File: src/rtl/muldiv_unit_if.sv
//------------------------------------------------------------------------------
// muldiv_unit_if : request/response bundle between the issuing FU and the
//                  shared HI/LO multiply/divide responder.  Rev 1.0
//------------------------------------------------------------------------------
`default_nettype none

interface muldiv_unit_if;
    logic        req;
    logic        flush;
    logic [2:0]  op;
    logic [31:0] srca;
    logic [31:0] srcb;
    logic        busy;
    logic        ok;
    logic [31:0] hi;
    logic [31:0] lo;

    modport master (
        output req, flush, op, srca, srcb,
        input  busy, ok, hi, lo
    );

    modport slave (
        input  req, flush, op, srca, srcb,
        output busy, ok, hi, lo
    );
endinterface

`default_nettype wire

File: src/rtl/muldiv_unit.sv
//------------------------------------------------------------------------------
// muldiv_unit : multi-cycle MULT/MULTU/DIV/DIVU unit producing HI/LO with a
//               single-cycle ok pulse; flush aborts in-flight work.  Rev 1.0
//------------------------------------------------------------------------------
`default_nettype none

module muldiv_unit #(
    parameter int MUL_LAT = 3
) (
    input  logic          clk_i,
    input  logic          rst_ni,
    muldiv_unit_if.slave  mdu
);

    typedef enum logic [1:0] {
        ST_IDLE = 2'd0,
        ST_MUL  = 2'd1,
        ST_DIV  = 2'd2,
        ST_DONE = 2'd3
    } state_t;

    localparam logic [5:0] MUL_CNT = 6'(MUL_LAT - 1);
    localparam logic [5:0] DIV_CNT = 6'd33;

    state_t      state_q;
    logic [5:0]  cnt_q;
    logic [31:0] a_q;
    logic [31:0] b_q;
    logic        neg_q;
    logic        rneg_q;
    logic [31:0] rem_q;
    logic [31:0] quo_q;
    logic        busy_q;
    logic        ok_q;
    logic [31:0] hi_q;
    logic [31:0] lo_q;

    logic        is_mul_d;
    logic        is_div_d;
    logic        sgn_op_d;
    logic        a_neg_d;
    logic        b_neg_d;
    logic [31:0] mag_a_d;
    logic [31:0] mag_b_d;
    logic [63:0] prod_d;
    logic [63:0] prod_s_d;
    logic [32:0] shift_d;
    logic [32:0] diff_d;

    always_comb begin
        is_mul_d = (mdu.op == 3'd1) || (mdu.op == 3'd2);
        is_div_d = (mdu.op == 3'd3) || (mdu.op == 3'd4);
        sgn_op_d = (mdu.op == 3'd1) || (mdu.op == 3'd3);
        a_neg_d  = sgn_op_d & mdu.srca[31];
        b_neg_d  = sgn_op_d & mdu.srcb[31];
        mag_a_d  = a_neg_d ? (32'd0 - mdu.srca) : mdu.srca;
        mag_b_d  = b_neg_d ? (32'd0 - mdu.srcb) : mdu.srcb;
        // Product is taken on latched magnitudes; sign applied on the way out
        prod_d   = {32'd0, a_q} * {32'd0, b_q};
        prod_s_d = neg_q ? (64'd0 - prod_d) : prod_d;
        shift_d  = {rem_q, quo_q[31]};
        diff_d   = shift_d - {1'b0, b_q};
    end

    always_ff @(posedge clk_i or negedge rst_ni) begin
        if (!rst_ni) begin
            state_q <= ST_IDLE;
            cnt_q   <= 6'd0;
            a_q     <= 32'd0;
            b_q     <= 32'd0;
            neg_q   <= 1'b0;
            rneg_q  <= 1'b0;
            rem_q   <= 32'd0;
            quo_q   <= 32'd0;
            busy_q  <= 1'b0;
            ok_q    <= 1'b0;
            hi_q    <= 32'd0;
            lo_q    <= 32'd0;
        end else begin
            ok_q <= 1'b0;
            case (state_q)
                ST_IDLE: begin
                    if (mdu.req && !mdu.flush && (is_mul_d || is_div_d)) begin
                        a_q    <= mag_a_d;
                        b_q    <= mag_b_d;
                        neg_q  <= a_neg_d ^ b_neg_d;
                        rneg_q <= a_neg_d;
                        rem_q  <= 32'd0;
                        quo_q  <= mag_a_d;
                        busy_q <= 1'b1;
                        if (is_mul_d) begin
                            state_q <= ST_MUL;
                            cnt_q   <= MUL_CNT;
                        end else begin
                            state_q <= ST_DIV;
                            cnt_q   <= DIV_CNT;
                        end
                    end
                end
                ST_MUL: begin
                    if (mdu.flush) begin
                        state_q <= ST_IDLE;
                        busy_q  <= 1'b0;
                        cnt_q   <= 6'd0;
                    end else if (cnt_q == 6'd0) begin
                        state_q <= ST_DONE;
                        busy_q  <= 1'b0;
                        ok_q    <= 1'b1;
                        hi_q    <= prod_s_d[63:32];
                        lo_q    <= prod_s_d[31:0];
                    end else begin
                        cnt_q <= cnt_q - 6'd1;
                    end
                end
                ST_DIV: begin
                    if (mdu.flush) begin
                        state_q <= ST_IDLE;
                        busy_q  <= 1'b0;
                        cnt_q   <= 6'd0;
                    end else if (cnt_q == 6'd0) begin
                        state_q <= ST_DONE;
                        busy_q  <= 1'b0;
                        ok_q    <= 1'b1;
                        hi_q    <= rem_q;
                        lo_q    <= quo_q;
                    end else begin
                        cnt_q <= cnt_q - 6'd1;
                        // Counts 33..2 run the 32 restoring steps; count 1 fixes signs
                        if (cnt_q == 6'd1) begin
                            quo_q <= neg_q  ? (32'd0 - quo_q) : quo_q;
                            rem_q <= rneg_q ? (32'd0 - rem_q) : rem_q;
                        end else if (!diff_d[32]) begin
                            rem_q <= diff_d[31:0];
                            quo_q <= {quo_q[30:0], 1'b1};
                        end else begin
                            rem_q <= shift_d[31:0];
                            quo_q <= {quo_q[30:0], 1'b0};
                        end
                    end
                end
                ST_DONE: begin
                    state_q <= ST_IDLE;
                end
                default: begin
                    state_q <= ST_IDLE;
                    busy_q  <= 1'b0;
                end
            endcase
        end
    end

    assign mdu.busy = busy_q;
    assign mdu.ok   = ok_q;
    assign mdu.hi   = hi_q;
    assign mdu.lo   = lo_q;

endmodule

`default_nettype wire

File: src/flat_wrapper.sv
// flat-port wrapper written by rule: the top's interface ports become plain ports
module muldiv_unit_flat 
#(
    parameter int MUL_LAT = 3
)
  (clk_i, rst_ni, mdu_req, mdu_flush, mdu_op, mdu_srca, mdu_srcb, mdu_busy, mdu_ok, mdu_hi, mdu_lo);
  muldiv_unit_if mdu_i ();
  input  logic clk_i;
  input  logic rst_ni;
  input wire logic [$bits(mdu_i.req)-1:0] mdu_req;
  input wire logic [$bits(mdu_i.flush)-1:0] mdu_flush;
  input wire logic [$bits(mdu_i.op)-1:0] mdu_op;
  input wire logic [$bits(mdu_i.srca)-1:0] mdu_srca;
  input wire logic [$bits(mdu_i.srcb)-1:0] mdu_srcb;
  output wire logic [$bits(mdu_i.busy)-1:0] mdu_busy;
  output wire logic [$bits(mdu_i.ok)-1:0] mdu_ok;
  output wire logic [$bits(mdu_i.hi)-1:0] mdu_hi;
  output wire logic [$bits(mdu_i.lo)-1:0] mdu_lo;
  assign mdu_i.req = mdu_req;
  assign mdu_i.flush = mdu_flush;
  assign mdu_i.op = mdu_op;
  assign mdu_i.srca = mdu_srca;
  assign mdu_i.srcb = mdu_srcb;
  assign mdu_busy = mdu_i.busy;
  assign mdu_ok = mdu_i.ok;
  assign mdu_hi = mdu_i.hi;
  assign mdu_lo = mdu_i.lo;
  muldiv_unit #(.MUL_LAT(MUL_LAT)) u_core (.clk_i(clk_i), .rst_ni(rst_ni), .mdu(mdu_i));
endmodule
File: config.mk
export PLATFORM = sky130hd
export DESIGN_NAME = muldiv_unit_flat
export DESIGN_NICKNAME = d
export VERILOG_FILES = /design/src/rtl/muldiv_unit_if.sv /design/src/rtl/muldiv_unit.sv /design/src/flat_wrapper.sv
export SDC_FILE = /design/constraint.sdc
export NUM_CORES = 2
export LEC_CHECK = 0
export CAP_MARGIN = 30
export CORE_UTILIZATION = 55
export CTS_CLUSTER_SIZE = 20
export DETAILED_ROUTE_END_ITERATION = 16
export HOLD_SLACK_MARGIN = 0.03
export PLACE_DENSITY = 0.78
export SKIP_LAST_GASP = 1
export SLEW_MARGIN = 20
export SYNTH_ARGS = -nofsm -noshare
export SYNTH_HDL_FRONTEND = slang
export SYNTH_SLANG_ARGS = --single-unit
File: constraint.sdc
create_clock -name clk_i -period 8.58 [get_ports clk_i]
set_input_delay 1.716 -clock clk_i [delete_from_list [all_inputs] [get_ports clk_i]]
set_output_delay 1.716 -clock clk_i [all_outputs]
set_load 0.02 [all_outputs]
Word level (Yosys, flattened, before mapping)
Index checks and enable logic that the tools add are counted.
{"block": "op_classes", "n_shift": 0, "multipliers": 1, "bitwise_logic": 3, "order_cmp": 0, "mux": 44, "div_mod_pow": 0, "reduce_logical": 20, "eq_ne": 18, "add_sub_neg": 7}
{"op": "$mux W32", "count": 21}
{"op": "$pmux W32 S2", "count": 4}
{"op": "$sub A1 B32 Y32 const A", "count": 4}
{"op": "$mul A32 B32 Y64", "count": 1}
{"op": "$mux W64", "count": 1}
{"op": "$sub A1 B64 Y64 const A", "count": 1}
{"op": "$sub A33 B32 Y33", "count": 1}
{"op": "$mux W6", "count": 4}
{"op": "$reduce_and A5 Y1", "count": 3}
{"op": "$pmux W6 S2", "count": 1}
{"op": "$mux W2", "count": 4}
{"op": "$mux W1", "count": 7}
{"op": "$eq A3 B2 Y1 const B", "count": 2}
{"op": "$eq A6 B1 Y1 const B", "count": 1}
{"op": "$logic_not A6 Y1", "count": 1}
{"op": "$ne A2 B1 Y1 const B", "count": 3}
{"op": "$ne A2 B2 Y1 const B", "count": 3}
{"op": "$ne A3 B2 Y1 const B", "count": 2}
{"op": "$pmux W2 S3", "count": 1}
{"op": "$reduce_and A3 Y1", "count": 2}
{"op": "$reduce_bool A2 Y1", "count": 3}
{"op": "$sub A6 B1 Y6 const B", "count": 1}
{"op": "$eq A2 B2 Y1 const B", "count": 2}
{"op": "$logic_or A1 B1 Y1", "count": 4}
{"op": "other kinds (13)", "count": 16}
{"block": "word_totals", "ram_bits": 0, "in_bits": 71, "mem_count": 0, "word_cells": 105, "latchBits": 0, "mem_bits_ro": 0, "output_inout_bits": 66, "register_bits": 204}

Longest topological paths before layout
{"block": "logic_depth", "ltp_word": 6, "depth_mapped": 34, "depth_no_buf": 30}

Least setup slack after synthesis
No wires, ideal clock.
{"block": "synth_timing", "path_kind": "register -> register", "startpoint": "register u_core.a_q[16]", "endpoint": "register u_core.hi_q[29] (netlist: u_core.mdu.hi[29])", "slack_ns": -0.193, "required_time_ns": 8.458, "t_arrival_ns": 8.651, "synth_period_minus_slack_ns": 8.773, "path_buffers": 2, "path_stages_with_launch": 29, "cell_sequence": "dfrtp_1 > clkbuf_1 > and2_1 > fa_1 > inv_1 > fa_1 > fa_1 > fa_1 > inv_1 > fa_1 > inv_1 > fa_1 > inv_1 > fa_1 > inv_1 > fa_1 > inv_1 > ha_1 > o21a_1 > a21oi_1 > o21ai_1 > or4_1 > and4_4 > or4b_4 > or4_4 > or3_1 > buf_2 > o41a_1 > a32o_1"}
{"block": "synth_between", "elab_chain_cells": 6}
{"item": "from (decl)", "line": "muldiv_unit.sv:27", "source": "logic [31:0] a_q;"}
{"item": "from (signal assigned)", "line": "muldiv_unit.sv:84", "source": "a_q <= mag_a_d;"}
{"item": "$mul A32 B32 Y64 (*)", "line": "muldiv_unit.sv:59", "source": "prod_d = {32'd0, a_q} * {32'd0, b_q};"}
{"item": "$sub A1 B64 Y64", "line": "muldiv_unit.sv:60", "source": "prod_s_d = neg_q ? (64'd0 - prod_d) : prod_d;"}
{"item": "$mux W64 (*)", "line": "muldiv_unit.sv:60"}
{"item": "$mux W32 (*)", "line": "muldiv_unit.sv:105", "source": "end else if (cnt_q == 6'd0) begin"}
{"item": "$mux W32 (*)", "line": "muldiv_unit.sv:101", "source": "if (mdu.flush) begin"}
{"item": "$pmux W32 S2 (*)", "line": "muldiv_unit.sv:81", "source": "case (state_q)"}
{"item": "to (signal assigned)", "line": "muldiv_unit.sv:109", "source": "hi_q <= prod_s_d[63:32];"}
{"item": "to (signal assigned)", "line": "muldiv_unit.sv:124", "source": "hi_q <= rem_q;"}
{"item": "to (decl)", "line": "muldiv_unit.sv:35", "source": "logic [31:0] hi_q;"}
Every way passes the cells marked *; elsewhere a longest branch is shown, timed or not. The select of a mux whose other input is x is not followed.
A chain may end at the register's enable or synchronous reset.

Worst setup path after layout
{"block": "layout_timing", "startpoint": "register u_core.b_q[20]", "endpoint": "register u_core.hi_q[16] (netlist: u_core.mdu.hi[16])"}
{"block": "layout_between", "elab_chain_cells": 6}
{"item": "from (decl)", "line": "muldiv_unit.sv:28", "source": "logic [31:0] b_q;"}
{"item": "from (signal assigned)", "line": "muldiv_unit.sv:85", "source": "b_q <= mag_b_d;"}
{"item": "$mul A32 B32 Y64 (*)", "line": "muldiv_unit.sv:59"}
{"item": "$sub A1 B64 Y64", "line": "muldiv_unit.sv:60"}
{"item": "$mux W64 (*)", "line": "muldiv_unit.sv:60"}
{"item": "$mux W32 (*)", "line": "muldiv_unit.sv:105"}
{"item": "$mux W32 (*)", "line": "muldiv_unit.sv:101"}
{"item": "$pmux W32 S2 (*)", "line": "muldiv_unit.sv:81"}
Marked as above.

==> metrics <==
FILL cells 7,126; I/O Pins 137; reg-to-reg startpoint u_core.b_q[20]; failing checks setup timing; remaining global-route overflow 0; final worst-path cycle share 103.4%; share of post-route cells with drive strength above 1 13.45%; CP Launch Point u_core.b_q[20]; hold depth 2; largest net degree at the start of global routing 94; worst hold margin 0.4831 ns; die width 300.9 um; latest clock arrival within the worst-skew pair 0.60 ns; Syn Area/Cell 8.477 sq um; first-pass GRT wire length 246,000 um; initial antenna violation count 7; CP Launch Type flip-flop; most common cell after layout, fill and taps aside inv_1; main combinational cell family by area after synthesis adder cells; CP Capture Type flip-flop; Worst Hold Launch u_core.mdu.lo[3]; gr usage total 34.77%; final hold violations 0; DP Worst Slack -0.3354 ns; post-route ant nets 0; vias in the first global route 44,490; total number of vias 43,060; placed wire-length estimate 127,200 um; crit path DAT 9.34 ns; register area share after synthesis 10.39%; Least-Margin Pin Slew 1.115 ns; worst hold path class reg2reg; core area 0.08837 sq mm; total wire length 155,100 um; Clock Sinks 204; critical path type reg2reg; fin. max-slew vios 0; final setup fails 30; H-tree depth 1; Synth Area in Simple Gates 19.79%; max-cap violation count 0; Total Nets Final 7,431; Adder-Cell Fraction of Synth Area 44.34%; hold-fix buffers at CTS 0; Max Freq 112.7 MHz; Post-synth EDFFs 0; path depth of the worst reg2reg path 27; DRT iter0 DRCs 3,537; syn_nets 7,071; row count 109; wire per inst 21.13 um; status finished with violations; Required @ worst endpoint 9.05 ns; clk buf depth 3; DRC 0; post-synthesis cell area 0.04914 sq mm; TritonRoute pass-1 iters 6; CTS Root Cell clkbuf_16; RD Place Congestion 0.9734; Main synth FF type dfrtp_1; TritonCTS buffer count 27; Slew HR 25.66%; IO Port Bufs 136; most frequent cells in the layout inv_1, fa_1, nand2_1, and2_1, buf_4; FF+latch count, synth 204; CTS tree done; Compound-Gate Fraction of Synth Area 11.24%; Cells after Synth 5,797; clk slew on worst S/H paths 0.06 ns; yosys warns 0; fin worst setup slack -0.2937 ns; mux contribution to synthesized area 1.082%; Clock Skew 0.02023 ns; synth unique cells 92; critical path peak fanout 23; asr flop ratio synth 100.0%; Initial Utilization 55.60%; Post-Synth XOR/XNOR Area 3.190%; Layout area overhead 16.85%; die height 300.9 um; Die ar. 0.09054 sq mm; unrepaired setup endpoints after global routing yes; Final Critical Period 8.874 ns; Avg Vias per Cell 5.864
-- synthesized netlist by cell type, types with 27 or more instances --
library cell  instances  area (sq um)
and2_1              592          3704
clkbuf_1            318          1194
a21o_1               43         322.8
a31oi_1              37         231.5
nor3_1               76         380.4
nor2_1              242         908.4
dfrtp_1             204          5105
ha_1                306          3829
or3_1                52         325.3
xnor2_1             110         963.4
nand3_1              36         180.2
fa_1                897         17960
nand2_1             743          2789
nand4_1              39         244.0
nand2b_1             30         187.7
o21ai_0             328          1642
inv_1               962          3611
xor2_1               69         604.3
o31ai_1              27         202.7
a21oi_1             244          1221
-- final timing paths --
path,endpoint,slack (ns)
max,u_core.mdu.hi[16],-0.29
min,u_core.mdu.lo[3],0.48
max reg2reg,u_core.mdu.hi[16],-0.29
min reg2reg,u_core.mdu.lo[3],0.48
max in group asynchronous,u_core.rem_q[0],6.28
min in group asynchronous,u_core.rem_q[26],1.09
-- state kept, by name (all words and copies together) (netlist names) --
name	flops
u_core.quo_q	32
u_core.a_q	32
u_core.cnt_q	6
u_core.neg_q	1
u_core.rem_q	32
u_core.mdu.lo	32
u_core.b_q	32
u_core.mdu.hi	32
u_core.rneg_q	1
u_core.mdu.ok	1
u_core.mdu.busy	1
u_core.state_q	2
-- routing by layer --
layer	part of all wire (%)	GRT usage, %	routed length (um)
met1	40	47.47	62380
met2	46	56.11	72140
met3	10	7.388	15500
met4	3.3	9.488	5053
met5	0.044	0	69
-- cell families (layout without fill, tap and decap cells) --
| logic type | count (synthesis) | in the layout |
|---|---|---|
| AOI/OAI and AO/OA | 913 | 913 |
| xor gates and xnor gates | 179 | 179 |
| adders and majority gates | 1203 | 1203 |
| buffers and inverters | 1301 | 1681 |
| DFF | 204 | 204 |
| muxes | 50 | 50 |
| other | 0 | 1 |
| and+or+nand+nor | 1947 | 1947 |
-- worst max-delay path: stages (launching register included) --
cell	delay, ns
dfrtp_1	0.41
buf_12	0.17
buf_4	0.20
and2_1	0.18
fa_1	0.54
inv_1	0.05
fa_1	0.47
inv_1	0.05
fa_1	0.48
fa_1	0.61
fa_1	0.45
fa_1	0.49
fa_1	0.59
fa_1	0.46
ha_1	0.31
a21oi_1	0.25
o21ai_1	0.20
buf_4	0.18
o311ai_0	0.41
and3_1	0.36
a21oi_1	0.17
a221oi_2	0.25
buf_4	0.19
nand3_1	0.16
o41ai_4	0.44
xnor2_1	0.22
o21ai_0	0.11
mux2_2	0.29
-- cell type report --
cell class              instances  area [sq um]  share of cell area (%)
clock inverters                15         195.2                  0.3399
diodes                          1         2.502                0.004358
multi-input cells            4292         40300                   70.19
repair buffers                669          5977                   10.41
flip-flops and latches        204          5129                   8.932
well taps                    1165          1458                   2.539
inverters                     963          3615                   6.295
clock buffers                  34         742.0                   1.292
-- metrics by stage --
step           setup TNS (ns)  instance area [sq um]  cells  util (%)
6_report               -3.620                  57420   7343     64.97
5_1_grt                -11.33                  57420   7342     64.97
4_1_cts               -0.5774                  56440   7320     63.87
3_5_place_dp           -6.346                  55000   7262     62.23
3_3_place_gp           -4.230                  54980   7261     62.22
2_1_floorplan               0                  49200   5797         -
-- timing repair --
action / in CTS / in global routing
endpoints found under the setup margin: 34 / 39
gates resized for setup: 116 / 178
pin swaps: 46 / 71
setup buffers: 9 / 20
endpoints found under the hold margin: 0 / 0
Power is not shown: default switching activity piles up to over one toggle a cycle in this logic, so the estimate is an artifact.
